==> src/rtl/fetch_unit_if.sv <==
// Fetch-unit boundary: instruction-memory request/response, redirect, and decode-side handshake.
// master = fetch unit, slave = memory/decode environment.
interface fetch_unit_if #(
  parameter int XLEN = 32
);
  logic            imem_req_valid;
  logic            imem_req_ready;
  logic [XLEN-1:0] imem_req_addr;
  logic            imem_rsp_valid;
  logic [XLEN-1:0] imem_rsp_data;
  logic            redirect_valid;
  logic [XLEN-1:0] redirect_target;
  logic            inst_valid;
  logic            inst_ready;
  logic [XLEN-1:0] inst_data;
  logic [XLEN-1:0] inst_pc;
  logic [XLEN-1:0] inst_link;
  logic            misalign_fault;

  modport master (
    output imem_req_valid, imem_req_addr, inst_valid, inst_data, inst_pc, inst_link, misalign_fault,
    input  imem_req_ready, imem_rsp_valid, imem_rsp_data, redirect_valid, redirect_target, inst_ready
  );

  modport slave (
    input  imem_req_valid, imem_req_addr, inst_valid, inst_data, inst_pc, inst_link, misalign_fault,
    output imem_req_ready, imem_rsp_valid, imem_rsp_data, redirect_valid, redirect_target, inst_ready
  );
endinterface

==> src/rtl/fetch_unit.sv <==
// Credit-limited in-order instruction fetch with redirect squash; responses reach decode one cycle after arrival.
// Requests stall when queued + in-flight reaches FIFO_DEPTH; responses are never back-pressured.
module fetch_unit #(
  parameter int              XLEN         = 32,
  parameter logic [XLEN-1:0] RESET_VECTOR = '0,
  parameter int              FIFO_DEPTH   = 4
) (
  input  logic         clk,
  input  logic         rst,
  fetch_unit_if.master bus
);
  localparam int CW = $clog2(FIFO_DEPTH + 1);
  localparam int PW = $clog2(FIFO_DEPTH);
  typedef logic [CW-1:0] cnt_t;
  typedef logic [PW-1:0] ptr_t;
  localparam logic [CW:0]     CREDIT_MAX = (CW+1)'(FIFO_DEPTH);
  localparam ptr_t            LAST_PTR   = ptr_t'(FIFO_DEPTH - 1);
  localparam logic [XLEN-1:0] PC_STEP    = XLEN'(4);
  localparam logic [XLEN-1:0] BIT0_MASK  = ~XLEN'(1);

  logic [XLEN-1:0] fetch_pc_q, fetch_pc_d;
  logic [XLEN-1:0] head_pc_q, head_pc_d;
  cnt_t            count_q, count_d;
  cnt_t            outstanding_q, outstanding_d;
  cnt_t            drop_cnt_q, drop_cnt_d;
  ptr_t            rd_ptr_q, rd_ptr_d;
  ptr_t            wr_ptr_q, wr_ptr_d;
  logic            fault_q, fault_d;
  logic [XLEN-1:0] mem_q [FIFO_DEPTH];
  logic [XLEN-1:0] mem_d [FIFO_DEPTH];

  logic [CW:0]     credit_sum;
  logic [XLEN-1:0] target;
  logic            req_vld, req_fire, inst_vld, pop, rsp, drop, push;

  function automatic ptr_t next_ptr(input ptr_t p);
    return (p == LAST_PTR) ? '0 : p + ptr_t'(1);
  endfunction

  always_comb begin
    credit_sum = {1'b0, count_q} + {1'b0, outstanding_q};
    // Credit uses registered state only, keeping decode/memory inputs off the request path.
    req_vld    = !rst && !fault_q && (credit_sum < CREDIT_MAX);
    req_fire   = req_vld && bus.imem_req_ready;
    inst_vld   = (count_q != '0) && !fault_q;
    pop        = inst_vld && bus.inst_ready;
    rsp        = bus.imem_rsp_valid;
    drop       = rsp && (drop_cnt_q != '0);
    push       = rsp && !drop;
    target     = bus.redirect_target & BIT0_MASK;

    fetch_pc_d    = fetch_pc_q;
    head_pc_d     = head_pc_q;
    count_d       = count_q;
    drop_cnt_d    = drop_cnt_q;
    rd_ptr_d      = rd_ptr_q;
    wr_ptr_d      = wr_ptr_q;
    fault_d       = fault_q;
    mem_d         = mem_q;
    outstanding_d = outstanding_q + cnt_t'(req_fire) - cnt_t'(rsp);

    if (bus.redirect_valid) begin
      // Everything still in flight after this edge belongs to the wrong path.
      fetch_pc_d = target;
      head_pc_d  = target;
      count_d    = '0;
      rd_ptr_d   = '0;
      wr_ptr_d   = '0;
      drop_cnt_d = outstanding_d;
      fault_d    = target[1];
    end else begin
      if (req_fire) fetch_pc_d = fetch_pc_q + PC_STEP;
      if (drop) drop_cnt_d = drop_cnt_q - cnt_t'(1);
      if (push) begin
        mem_d[wr_ptr_q] = bus.imem_rsp_data;
        wr_ptr_d        = next_ptr(wr_ptr_q);
      end
      if (pop) begin
        rd_ptr_d  = next_ptr(rd_ptr_q);
        head_pc_d = head_pc_q + PC_STEP;
      end
      count_d = count_q + cnt_t'(push) - cnt_t'(pop);
    end
  end

  always_ff @(posedge clk) begin
    if (rst) begin
      fetch_pc_q    <= RESET_VECTOR;
      head_pc_q     <= RESET_VECTOR;
      count_q       <= '0;
      outstanding_q <= '0;
      drop_cnt_q    <= '0;
      rd_ptr_q      <= '0;
      wr_ptr_q      <= '0;
      fault_q       <= 1'b0;
      mem_q         <= '{default: '0};
    end else begin
      fetch_pc_q    <= fetch_pc_d;
      head_pc_q     <= head_pc_d;
      count_q       <= count_d;
      outstanding_q <= outstanding_d;
      drop_cnt_q    <= drop_cnt_d;
      rd_ptr_q      <= rd_ptr_d;
      wr_ptr_q      <= wr_ptr_d;
      fault_q       <= fault_d;
      mem_q         <= mem_d;
    end
  end

  assign bus.imem_req_valid = req_vld;
  assign bus.imem_req_addr  = fetch_pc_q;
  assign bus.inst_valid     = inst_vld;
  assign bus.inst_data      = mem_q[rd_ptr_q];
  assign bus.inst_pc        = head_pc_q;
  assign bus.inst_link      = head_pc_q + PC_STEP;
  assign bus.misalign_fault = fault_q;
endmodule
==> src/flat_wrapper.sv <==
// flat-port wrapper written by rule: the top's interface ports become plain ports
module fetch_unit_flat 
#(
  parameter int              XLEN         = 32,
  parameter logic [XLEN-1:0] RESET_VECTOR = '0,
  parameter int              FIFO_DEPTH   = 4
)
  (clk, rst, bus_imem_req_valid, bus_imem_req_addr, bus_inst_valid, bus_inst_data, bus_inst_pc, bus_inst_link, bus_misalign_fault, bus_imem_req_ready, bus_imem_rsp_valid, bus_imem_rsp_data, bus_redirect_valid, bus_redirect_target, bus_inst_ready);
  fetch_unit_if #(.XLEN(XLEN)) bus_i ();
  input  logic clk;
  input  logic rst;
  output wire logic [$bits(bus_i.imem_req_valid)-1:0] bus_imem_req_valid;
  output wire logic [$bits(bus_i.imem_req_addr)-1:0] bus_imem_req_addr;
  output wire logic [$bits(bus_i.inst_valid)-1:0] bus_inst_valid;
  output wire logic [$bits(bus_i.inst_data)-1:0] bus_inst_data;
  output wire logic [$bits(bus_i.inst_pc)-1:0] bus_inst_pc;
  output wire logic [$bits(bus_i.inst_link)-1:0] bus_inst_link;
  output wire logic [$bits(bus_i.misalign_fault)-1:0] bus_misalign_fault;
  input wire logic [$bits(bus_i.imem_req_ready)-1:0] bus_imem_req_ready;
  input wire logic [$bits(bus_i.imem_rsp_valid)-1:0] bus_imem_rsp_valid;
  input wire logic [$bits(bus_i.imem_rsp_data)-1:0] bus_imem_rsp_data;
  input wire logic [$bits(bus_i.redirect_valid)-1:0] bus_redirect_valid;
  input wire logic [$bits(bus_i.redirect_target)-1:0] bus_redirect_target;
  input wire logic [$bits(bus_i.inst_ready)-1:0] bus_inst_ready;
  assign bus_imem_req_valid = bus_i.imem_req_valid;
  assign bus_imem_req_addr = bus_i.imem_req_addr;
  assign bus_inst_valid = bus_i.inst_valid;
  assign bus_inst_data = bus_i.inst_data;
  assign bus_inst_pc = bus_i.inst_pc;
  assign bus_inst_link = bus_i.inst_link;
  assign bus_misalign_fault = bus_i.misalign_fault;
  assign bus_i.imem_req_ready = bus_imem_req_ready;
  assign bus_i.imem_rsp_valid = bus_imem_rsp_valid;
  assign bus_i.imem_rsp_data = bus_imem_rsp_data;
  assign bus_i.redirect_valid = bus_redirect_valid;
  assign bus_i.redirect_target = bus_redirect_target;
  assign bus_i.inst_ready = bus_inst_ready;
  fetch_unit #(.XLEN(XLEN), .RESET_VECTOR(RESET_VECTOR), .FIFO_DEPTH(FIFO_DEPTH)) u_core (.clk(clk), .rst(rst), .bus(bus_i));
endmodule
==> config.mk <==
export PLATFORM = sky130hd
export DESIGN_NAME = fetch_unit_flat
export DESIGN_NICKNAME = d
export VERILOG_FILES = /design/src/rtl/fetch_unit_if.sv /design/src/rtl/fetch_unit.sv /design/src/flat_wrapper.sv
export SDC_FILE = /design/constraint.sdc
export NUM_CORES = 1
export LEC_CHECK = 0
export ABC_CLOCK_PERIOD_IN_PS = 4100
export BUFFER_PORTS_ARGS = -buffer_cell sky130_fd_sc_hd__buf_2
export CAP_MARGIN = 10
export CORE_MARGIN = 1
export CORE_UTILIZATION = 30
export DETAILED_ROUTE_END_ITERATION = 6
export GPL_TIMING_DRIVEN = 1
export PLACE_DENSITY = 0.56
export RECOVER_POWER = 25
export SYNTH_ARGS = -nofsm -noshare
export SYNTH_HDL_FRONTEND = slang
export SYNTH_SLANG_ARGS = --single-unit
==> constraint.sdc <==
create_clock -name clk -period 4.1 [get_ports clk]
set_input_delay 0.205 -clock clk [delete_from_list [all_inputs] [get_ports clk]]
set_output_delay 0.205 -clock clk [all_outputs]
set_load 0.03 [all_outputs]
==> flow_summary_export.csv <==
group,metric,value,unit
run_status,status,"complete, but fails checks",
run_status,violations,"capacitance limit, slew limit",
setup_path,cp.required,3890,ps
floorplan,rows,66,
detailed_routing,ant_nets,0,
global_route,grt_use_total,17.32,%
yosys,synth_top_area_share,41.34,%
power,cellPowerDensity,427.5,mW/mm^2
setup_path,max_stage_delay,570,ps
power,pwr-share-clk,41.3,%
timing,relSlewSlack,-19.34,%
timing,tightestPinTransition,1790,ps
yosys,synth_simple_gate_area_share,22.37,%
detailed_routing,viasPerCell,4.863,
timing,fin_skew,13.92,ps
global_route,grt_overflow,0,
setup_path,crit_type,"reg -> out",
setup_path,critical_path.top_delay_family,"simple AND/OR/NAND/NOR gates",
finish,layout.area.seq,0.004086,sq mm
timing,finalHoldViolations,0,
yosys,synthAdderAreaFrac,2.305,%
yosys,ys_warn_count,0,
clock_network,cts_tree,"built",
placement,dp_cells,1726,
power,total_power,5.184,mW
setup_path,r2r-start,"u_core.count_q[1]",
power,p_leak,4.421,nW
yosys,synth_compound_area_share,13.96,%
timing,max_clock_freq,324.3,MHz
hold_path,hp-class,"in -> reg",
setup_path,cp_max_fo,8,
timing,period_needed,3083,ps
finish,diodes,0,
floorplan,die_w,183.5,um
yosys,netlist_area,0.009879,sq mm
yosys,avgSynthCellArea,8.488,sq um
clock_network,clockBufferDepth,3,
setup_path,setup.worst_path.end_class,"output port",
placement,place_ws,1193,ps
yosys,yosysSeqAreaShare,41.34,%
timing,slew_violations,34,
finish,drive_above_1_share,16.81,%
global_route,first_global_vias,8393,
detailed_routing,routed_wirelength,29.64,mm
setup_path,crit_start,"u_core.bus.inst_pc[2]",
timing,fin_tns_setup,0,ps
floorplan,core,0.03245,sq mm
yosys,syn_inst,1164,
timing,grt_setup_unrepaired,"false",
finish,multi_input_area,0.005309,sq mm
setup_path,worst_r2r_endpoint,"u_core.count_q[2]",
finish,nets,1430,
global_route,grt_max_degree,100,
setup_path,cp-start-kind,"flip-flop",
placement,port_buffers,196,
floorplan,dieArea,0.03366,sq mm
timing,setup_ws,1017,ps
finish,final_cells,1798,
detailed_routing,first_pass_iters,5,
yosys,synth-edff-count,0,
timing,finalSetupViolCount,0,
yosys,synth_top_family_by_area,"simple AND/OR/NAND/NOR gates",
clock_network,cts_max_level,1,
yosys,synthMuxAreaShare,7.396,%
detailed_routing,drt_iter0_markers,456,
setup_path,path_depth,7,
clock_network,post_cts_buffers,0,
clock_network,clk_latency,510,ps
yosys,ys_ff_latch,204,
yosys,synth_xor_area_share,7.447,%
yosys,synth_top_cell_by_area,"dfxtp_1",
power,ir_drop,0.2799,mV
power,p_comb_share,16.3,%
floorplan,chipHeight,183.5,um
placement,dp_hpwl,18.99,mm
clock_network,root_buffer,"clkbuf_16",
setup_path,arrival,2880,ps
setup_path,crit_buf_inv,1,
setup_path,crit_chain,"ha_1 > nand3_2 > nor2_1 > and4_1 > nand3_1 > xnor2_1 > buf_2",
detailed_routing,wl_per_cell,16.48,um
yosys,async_flop_share,0,%
power,p_int,3.680,mW
floorplan,boundaryPins,201,
clock_network,clock-sinks,204,
timing,hold_ws,25.72,ps
yosys,synth_cell_types,54,
job,cap_violations,1,
setup_path,cp_slowest_cell,"nor2_1",
clock_network,numCtsBuffers,24,
placement,place.gp.congestion,0.8870,
detailed_routing,vias,8743,
setup_path,r2r_slack,1190,ps
setup_path,rr_worst_depth,10,
power,p_sw_share,29.01,%
power,p_seq_share,42.4,%
yosys,yosys-top-cells-area,"dfxtp_1, nand2_1, a21oi_1, mux4_2, xnor2_1",
yosys,synth-main-ff-cell,"dfxtp_1",
setup_path,worstSetupEndpoint,"bus_inst_link[22]",
global_route,grt_first_pass_wirelength,46.34,mm
power,p_sw,1.504,mW
finish,n_fill_cell,3418,
timing,fin_crit_sh,75.20,%
detailed_routing,drc,0,
clock_network,clkSlewWorstSetupHoldPaths,60,ps
global_route,antenna_found_initial,0,
floorplan,start_util,30.44,%
finish,syn_to_final_growth,22.73,%
[worst min-delay path, stage by stage]
cell	delay [ps]
buf_2	80
o21a_1	120
o21a_1	110
[worst min-delay path by stage]
stage | from | end | slack [ps] | cells past startpoint
2_1_floorplan | bus_imem_rsp_data[0] | u_core.mem_q[0] | 340 | 2
3_3_place_gp | u_core.mem_q[106] | u_core.mem_q[106] | 440 | 2
3_5_place_dp | u_core.mem_q[7] | u_core.mem_q[7] | 440 | 2
4_1_cts | bus_redirect_target[22] | u_core.bus.imem_req_addr[22] | 0.3 | 3
5_1_grt | bus_redirect_target[22] | u_core.bus.imem_req_addr[22] | 20 | 3
6_report | bus_redirect_target[22] | u_core.bus.imem_req_addr[22] | 30 | 3
[synthesized netlist by cell type, drive strengths merged (3+ instances only)]
| master | n |
|---|---|
| nor3 | 22 |
| mux4 | 32 |
| xnor2 | 46 |
| and2 | 13 |
| nor4 | 6 |
| nand2 | 300 |
| a21oi | 154 |
| dfxtp | 204 |
| or3 | 6 |
| and4 | 7 |
| nand3 | 28 |
| o21ai | 6 |
| inv | 34 |
| xor2 | 38 |
| o21a | 22 |
| and3 | 14 |
| clkbuf | 50 |
| nor2 | 30 |
| o21bai | 3 |
| a21boi | 40 |
| a31oi | 4 |
| nand4 | 36 |
| buf | 34 |
| ha | 15 |
[per-layer routing]
metal / vias to the layer above / routed length, um / global-route usage, %
met5: - / 0 / 0
met4: 0 / 706 / 4.900
met3: 42 / 1780 / 3.051
met2: 271 / 13940 / 29.45
met1: 4123 / 13210 / 22.39
li1: 4307 / - / -
[state kept, by name, summed over array words and instances (netlist names)]
name / count
u_core.mem_q: 128
u_core.bus.imem_req_addr: 31
u_core.bus.inst_pc: 31
u_core.count_q: 3
u_core.drop_cnt_q: 3
u_core.outstanding_q: 3
u_core.rd_ptr_q: 2
u_core.wr_ptr_q: 2
u_core.bus.misalign_fault: 1
[through the flow]
step	utilization, %	instance area [sq um]
finish	37.36	12130
CTS	37.64	12220
global route	37.36	12130
global placement	34.23	11110
detailed placement	34.23	11110
floorplan	-	9887
[power by group through the flow]
stage	registers, mW	clock network (mW)	logic [mW]
2_1_floorplan	2.28	0	0.527
3_3_place_gp	2.23	0	0.834
3_5_place_dp	2.24	0	0.839
4_1_cts	2.20	2.19	0.870
5_1_grt	2.21	2.27	0.924
6_report	2.20	2.14	0.846
[area by class of cell]
class	instances	share of cell area [%]
Tap cell	442	4.561
Timing Repair Buffer	235	10.46
Inverter	35	1.083
Clock inverter	8	0.9803
Multi-Input combinational cell	843	43.78
Clock buffer	31	5.428
Sequential cell	204	33.70
[placed cells by master, fill, tap and decap left out, types with 3 or more instances in the layout]
master | Yosys | final
a31oi_1 | 4 | 4
nor4_4 | 5 | 5
buf_2 | 23 | 126
dfxtp_1 | 204 | 202
bufinv_16 | 0 | 3
o21ai_0 | 5 | 5
nand3_1 | 26 | 26
nand4_2 | 4 | 4
or3_1 | 6 | 6
a21oi_1 | 154 | 154
xor2_1 | 38 | 38
and2_1 | 12 | 9
nand2_2 | 1 | 5
buf_4 | 7 | 6
o21a_1 | 22 | 22
nor3_1 | 21 | 21
clkbuf_16 | 0 | 25
nor2_1 | 29 | 29
nand4_1 | 31 | 31
and3_1 | 14 | 14
inv_1 | 33 | 34
a21boi_1 | 8 | 8
ha_1 | 15 | 15
and4_1 | 6 | 6
dlygate4sd3_1 | 0 | 33
nand2_1 | 299 | 295
conb_1 | 1 | 3
clkbuf_1 | 50 | 75
clkinv_2 | 0 | 4
o21bai_1 | 3 | 3
xnor2_1 | 46 | 46
a21boi_0 | 32 | 32
mux4_2 | 32 | 32
and2_2 | 0 | 4
[kinds of logic after synthesis]
logic type,after synthesis
other,1
buffers and inverters,119
adders and majority gates,17
xor gates and xnor gates,84
AOI/OAI and AO/OA,237
and+or+nand+nor,469
DFF,204
muxes,33
[what timing repair did]
item | 4_1_cts | 5_1_grt
hold endpoints to repair | 130 | 0
hold buffers | 33 | 0
gates resized for setup | 0 | 0
setup endpoints to repair | 0 | 0
Power figures use the tool's default switching activity.
